==> config.mk <==
export PLATFORM = sky130hd
export DESIGN_NAME = semaforo_controlador
export DESIGN_NICKNAME = d
export VERILOG_FILES = /design/src/rtl/semaforo_pkg.sv /design/src/rtl/semaforo_timer.sv /design/src/rtl/semaforo_controlador.sv
export SDC_FILE = /design/constraint.sdc
export NUM_CORES = 1
export LEC_CHECK = 0
export ABC_AREA = 1
export BUFFER_PORTS_ARGS = -buffer_cell sky130_fd_sc_hd__buf_2
export CAP_MARGIN = 20
export CORE_MARGIN = 8
export CORE_UTILIZATION = 35
export DETAILED_ROUTE_END_ITERATION = 8
export GPL_ROUTABILITY_DRIVEN = 0
export GPL_TIMING_DRIVEN = 0
export SYNTH_ARGS = -nofsm -noshare
export SYNTH_HDL_FRONTEND = slang
export SYNTH_SLANG_ARGS = --single-unit
==> constraint.sdc <==
create_clock -name clk_2 -period 2.7 [get_ports clk_2]
set_input_delay 0.54 -clock clk_2 [delete_from_list [all_inputs] [get_ports clk_2]]
set_output_delay 0.54 -clock clk_2 [all_outputs]
set_load 0.05 [all_outputs]
==> src/rtl/semaforo_pkg.sv <==
// Shared types and display codes for the
// single-way traffic light sequencer.
package semaforo_pkg;

  typedef enum logic [1:0] {
    PARE    = 2'd0,
    SIGA    = 2'd1,
    ATENCAO = 2'd2,
    PISCA   = 2'd3
  } estado_t;

  localparam logic [7:0] SEG_P   = 8'h73;
  localparam logic [7:0] SEG_A   = 8'h77;
  localparam logic [7:0] SEG_S   = 8'h6D;
  localparam logic [7:0] SEG_OFF = 8'h00;

endpackage

==> src/rtl/semaforo_timer.sv <==
// Phase counter: counts up to a limit, wraps on
// expiry, and is cleared whenever the FSM changes state.
module semaforo_timer #(
  parameter int CNT_BITS = 4
) (
  input  logic                clk_i,
  input  logic                rst_i,
  input  logic                clr_i,
  input  logic [CNT_BITS-1:0] lim_i,
  output logic [CNT_BITS-1:0] cnt_o,
  output logic                exp_o
);

  logic [CNT_BITS-1:0] cnt_q;
  logic [CNT_BITS-1:0] cnt_d;

  assign exp_o = (cnt_q == lim_i);
  assign cnt_o = cnt_q;

  // Next count: restart on state change or on reaching the limit.
  always_comb begin
    cnt_d = cnt_q + 1'b1;
    if (clr_i || exp_o) cnt_d = '0;
  end

  // Count register.
  always_ff @(posedge clk_i) begin
    if (rst_i) cnt_q <= '0;
    else       cnt_q <= cnt_d;
  end

endmodule

==> src/rtl/semaforo_controlador.sv <==
// Timed PARE/SIGA/ATENCAO sequencer with pedestrian
// request latch and flashing maintenance mode.
module semaforo_controlador
  import semaforo_pkg::*;
#(
  parameter int T_PARE     = 6,
  parameter int T_SIGA     = 8,
  parameter int T_ATENCAO  = 3,
  parameter int T_MIN_SIGA = 2,
  parameter int BLINK_HALF = 2,
  parameter int CNT_BITS   = 4
) (
  input  logic                clk_2,
  input  logic                reset,
  input  logic                ped_req,
  input  logic                manut,
  output logic                pare,
  output logic                atencao,
  output logic                siga,
  output logic                ped_pend,
  output logic                ped_ack,
  output logic [CNT_BITS-1:0] tempo,
  output logic [7:0]          seg
);

  localparam logic [CNT_BITS-1:0] L_PARE =
    CNT_BITS'(T_PARE - 1);
  localparam logic [CNT_BITS-1:0] L_SIGA =
    CNT_BITS'(T_SIGA - 1);
  localparam logic [CNT_BITS-1:0] L_ATEN =
    CNT_BITS'(T_ATENCAO - 1);
  localparam logic [CNT_BITS-1:0] L_MIN =
    CNT_BITS'(T_MIN_SIGA - 1);
  localparam logic [CNT_BITS-1:0] L_BLINK =
    CNT_BITS'(BLINK_HALF - 1);

  estado_t             state_q;
  estado_t             state_d;
  logic                blink_q;
  logic                pend_q;
  logic                ack_q;
  logic [CNT_BITS-1:0] cnt;
  logic [CNT_BITS-1:0] lim;
  logic                expd;
  logic                clr;
  logic [7:0]          code;

  // Phase length selected by the current state.
  always_comb begin
    lim = L_PARE;
    unique case (state_q)
      PARE:    lim = L_PARE;
      SIGA:    lim = L_SIGA;
      ATENCAO: lim = L_ATEN;
      PISCA:   lim = L_BLINK;
    endcase
  end

  assign clr = (state_d != state_q);

  semaforo_timer #(
    .CNT_BITS(CNT_BITS)
  ) u_timer (
    .clk_i (clk_2),
    .rst_i (reset),
    .clr_i (clr),
    .lim_i (lim),
    .cnt_o (cnt),
    .exp_o (expd)
  );

  // Next state: maintenance first, then timer and early SIGA end.
  always_comb begin
    state_d = state_q;
    unique case (state_q)
      PARE: begin
        if (manut)     state_d = PISCA;
        else if (expd) state_d = SIGA;
      end
      SIGA: begin
        if (manut)
          state_d = PISCA;
        else if (expd || (pend_q && cnt >= L_MIN))
          state_d = ATENCAO;
      end
      ATENCAO: begin
        if (manut)     state_d = PISCA;
        else if (expd) state_d = PARE;
      end
      PISCA: begin
        if (!manut) state_d = PARE;
      end
    endcase
  end

  // State, pedestrian latch, ack pulse and flash phase.
  always_ff @(posedge clk_2) begin
    if (reset) begin
      state_q <= PARE;
      blink_q <= 1'b0;
      pend_q  <= 1'b0;
      ack_q   <= 1'b0;
    end else begin
      state_q <= state_d;
      ack_q   <= pend_q && (state_d == PARE)
                 && (state_q != PARE);
      if (state_d == PARE || state_d == PISCA)
        pend_q <= 1'b0;
      else if (ped_req &&
               (state_q == SIGA || state_q == ATENCAO))
        pend_q <= 1'b1;
      if (state_d != PISCA)
        blink_q <= 1'b0;
      else if (state_q != PISCA)
        blink_q <= 1'b1;
      else if (expd)
        blink_q <= ~blink_q;
    end
  end

  // Display code for the lit phase.
  always_comb begin
    code = SEG_P;
    unique case (state_q)
      PARE:    code = SEG_P;
      SIGA:    code = SEG_S;
      ATENCAO: code = SEG_A;
      PISCA:   code = blink_q ? SEG_A : SEG_OFF;
    endcase
  end

  assign pare     = (state_q == PARE);
  assign siga     = (state_q == SIGA);
  assign atencao  = (state_q == ATENCAO)
                    || (state_q == PISCA && blink_q);
  assign ped_pend = pend_q;
  assign ped_ack  = ack_q;
  assign tempo    = (state_q == PISCA) ? '0 : lim - cnt;
  assign seg      = {pend_q, code[6:0]};

endmodule

==> impl_summary.md <==
Timing
The final critical delay including setup and external delays is approximately 2.6 ns. The smallest setup slack after layout is 0.119 ns. The final number of hold-violating endpoints is 0. Between clock sinks in the finished design, the worst skew comes to roughly 0.0046 ns. The peak clock frequency supported by timing is 387 MHz. The final count of negative-setup-slack endpoints is 0.

In the finished design, the share of the clock period the worst path needs comes to 95.6%. The worst relative slew slack is 84.5%. Setup repair after global routing left no endpoint under its margin. For the pin with the worst max-slew slack, the measured transition is about 0.23 ns.

The max-slew violation total from the final report is 0. For the final routed database, the setup TNS stands at 0 ns. The final-layout worst hold slack is approximately 0.5 ns.

Finish
The net count of the finished layout is between 150 and 200. The register area is between 150 and 200 um^2. The total inserted antenna cells is 0. The area taken by multi-input logic gates is about 560 um^2. The count of cells in the finished layout, fillers not included, comes to roughly 170. The filler cell count is 230. Relative to the synthesized area, the layout overhead comes to 27.0%. The post-route netlist has between 30 and 40% of its cells at a drive strength greater than 1.

CTS
In this run the deepest clock path goes through 2 buffers. After clock tree synthesis, the clock-pin slew on the worst setup and hold paths is ~0.060 ns. The number of clock sinks is 9. TritonCTS built the clock tree. The total clock buffers created by CTS is 3. The later-pin clock latency in the skew report is between 0.2 and 0.3 ns. The buffer cell driving the clock tree root is clkbuf_4. CTS built an H-tree with a depth of 1.

Synth
By count the netlist is led by nand2_1 (25), inv_1 (19), nor2_1 (16). The mean cell area of the mapped netlist is 6.71 um^2. When the netlist entered floorplanning its net count stood at ~140.

Summing the sequential cell areas from Yosys gives approximately 22% of the chip area. Yosys mapped the design onto 19 distinct sky130hd cell types. The leading area contributor after synthesis is dfxtp_1.

The largest family of logic cells by synthesized area is simple AND/OR/NAND/NOR gates. In the synthesized netlist, the number of instances is 120. The area share of xor/xnor cells in the synthesized design is between 2 and 2.5%. After Yosys synthesis, full adders, half adders and majority gates account for a little under a quarter of the synthesized area.

The simple-gate area share of the yosys netlist is between 30% and 40%. The synthesized netlist occupies a cell area of roughly 810 um^2. By area the synthesized netlist is led by dfxtp_1 (22%), ha_1 (20%), nand2_1 (12%). The top-area cell type share of the netlist area is between 20% and 30%. The register bit total from synthesis is 9. Counting flops with a built-in enable in the synthesized netlist gives 0. Of all flip-flops after synthesis, the portion carrying an async set or reset was 0%. Yosys printed 0 warnings. After synthesis, the share of cell area in mux cells is 0%. The most frequently used cell type in the post-synthesis netlist is nand2_1. The most common flop cell mapped by yosys is dfxtp_1. The compound-cell area share of the yosys netlist is ~7.5%.

Setup path
The nature of the critical path endpoint is an output pin. In this run the critical register-to-register path is launched from state_q[1]$_SDFF_PP0_. Of all nets on the critical path, the largest fanout is 7. The number of cell instances on the worst register-to-register path is 16. The largest single stage delay on the critical path is between 0.4 and 0.5 ns. The slowest cell on the critical path is fa_1. The critical path class is flip-flop to output pin. STA classifies the critical path startpoint as a flip-flop. Data on the critical path is required at its endpoint by 2.16 ns.

The launch point of the critical path is state_q[0]$_SDFF_PP0_. The minimum setup slack among reg-to-reg paths is between 0.3 and 0.4 ns. Data arrives at the worst endpoint at between 2 and 2.5 ns. The most used cell along the critical path is ha_1.

The reg-to-reg endpoint is ped_pend$_SDFFE_PP0P_. Walking the worst path, the cells encountered are inv_2 -> ha_1 -> ha_1 -> fa_1 -> o21ai_2 -> a21oi_2 -> buf_2.

Placed design
The number of buffer cells added on primary ports is 20. The instance count after placement with tap cells included is roughly 170. Detailed placement ended at an HPWL of 1540 um.

At the placement stage, the worst setup path has a slack of -0.0688 ns.

Flow run
The tool flagged a number of max-cap violations equal to 0.

Routing
The iteration-0 DRC count of the detailed router is 19. The final layout contains routed wiring with a total length of between 1500 and 2000 um. The detail route stage leaves a number of antenna-violating nets equal to 0. The detailed-router iteration count before antenna repair is 4. In the routed layout, each cell is associated on average with a via count of 4.52.

In the routed design, unresolved DRC markers number 0. Dividing the detail-routed wire length by the instance count gives roughly 10 um. The via count is about 800.

Hold path
The worst hold path passes through 2 cells. The class of the tightest hold or removal check is flip-flop to flip-flop. The worst hold path begins at ped_pend$_SDFFE_PP0P_.

For hold timing, the worst endpoint is ped_ack$_SDFF_PP0_.

Global routing
The first global-routing pass estimated ~3100 um of wire. The number of antenna violations at the first check in global routing is 0. Entering global routing, the biggest net connects 8 pins. Global routing used around 8.9% of the available tracks. The global route total overflow is 0. The number of global-route vias before repair was ~760.

Die
After floorplanning, the core was divided into 17 placement rows. 21 I/O pins were placed. The die outline height is 64.0 um.

From left edge to right edge, the die measures approximately 64 um. The total area inside the core boundary comes to about 2200 um^2. The die covers slightly above 4000 um^2.

Once the floorplan was initialized, standard cells occupied a little under two fifths of the core.

Status
The run finished with clean final reports.
worst max-delay path by stage:
| stage | end | slack [ns] | depth (start not counted) |
|---|---|---|---|
| 3_3_place_gp | tempo[3] | -0.09 | 10 |
| 5_1_grt | tempo[2] | 0.003 | 7 |
| 2_1_floorplan | seg[5] | -0.21 | 8 |
| 6_report | tempo[2] | 0.12 | 7 |
| 3_5_place_dp | tempo[3] | -0.07 | 10 |
| 4_1_cts | tempo[3] | 0.04 | 10 |
sequential cells by signal (all words and copies together) (netlist names):
signal,flops
state_q,2
ped_ack,1
blink_q,1
u_timer.cnt_o,4
ped_pend,1
cell families after synthesis:
| family | after synthesis |
|---|---|
| AND/OR/NAND/NOR | 59 |
| buffers and inverters | 24 |
| adder cells (fa/ha/maj) | 14 |
| AO/OA/AOI/OAI | 12 |
| flip-flops | 9 |
| XOR/XNOR | 2 |
critical path: cells and delay by family (launching register included):
kind                       cells  cell delay (ns)
adders and majority gates      3             0.92
buffers and inverters          2             0.30
DFF                            1             0.36
AOI/OAI and AO/OA              2             0.20
layout by cell type (no fill, tap or decap):
| cell type | Yosys | routed |
|---|---|---|
| or2_2 | 1 | 1 |
| a21oi_2 | 0 | 3 |
| ha_1 | 13 | 11 |
| o21ai_1 | 0 | 2 |
| nor3b_1 | 1 | 1 |
| a21oi_1 | 7 | 4 |
| xor2_1 | 1 | 1 |
| clkbuf_4 | 0 | 3 |
| dfxtp_4 | 0 | 1 |
| buf_6 | 0 | 1 |
| xnor2_1 | 1 | 1 |
| nor4b_1 | 1 | 1 |
| nand2_2 | 3 | 3 |
| o21ai_2 | 0 | 2 |
| o21ai_0 | 5 | 1 |
| buf_2 | 0 | 19 |
| nand2_1 | 25 | 25 |
| inv_2 | 1 | 3 |
| nor3_1 | 3 | 3 |
| nor2_2 | 4 | 4 |
| buf_4 | 4 | 4 |
| fa_1 | 1 | 1 |
| dfxtp_2 | 0 | 1 |
| dfxtp_1 | 9 | 7 |
| nor2_1 | 16 | 16 |
| clkinv_2 | 0 | 1 |
| nand3_1 | 5 | 5 |
| ha_4 | 0 | 2 |
| inv_1 | 19 | 17 |
metrics by stage:
stage / utilization (%) / area [um^2]
2_1_floorplan: - / 813
3_3_place_gp: 43.3 / 948
3_5_place_dp: 43.3 / 948
4_1_cts: 45.2 / 991
5_1_grt: 46.7 / 1020
6_report: 46.7 / 1020
what timing repair did:
action | CTS | global route
pin swaps | 0 | 0
endpoints found under the setup margin | 2 | 3
hold endpoints to repair | 0 | 0
hold buffers | 0 | 0
gates cloned | 0 | 0
gates resized for setup | 9 | 7
buffers inserted | 0 | 0
metal layers:
layer  track usage [%]  wire length [um]
met2              14.6               814
met4              3.90                 0
met5                 0                 0
met3              2.79               141
met1              10.4               823
layout make-up:
type | instances | area share [%]
Buffer | 4 | 2.93
Clock buffer | 3 | 2.20
Clock inverter | 1 | 0.489
Inverter | 20 | 7.33
Multi-Input combinational cell | 87 | 55.1
Sequential cell | 9 | 18.1
Tap cell | 28 | 3.42
Timing Repair Buffer | 20 | 10.4
Power is not shown: default switching activity piles up to over one toggle a cycle in this logic, so the estimate is an artifact.
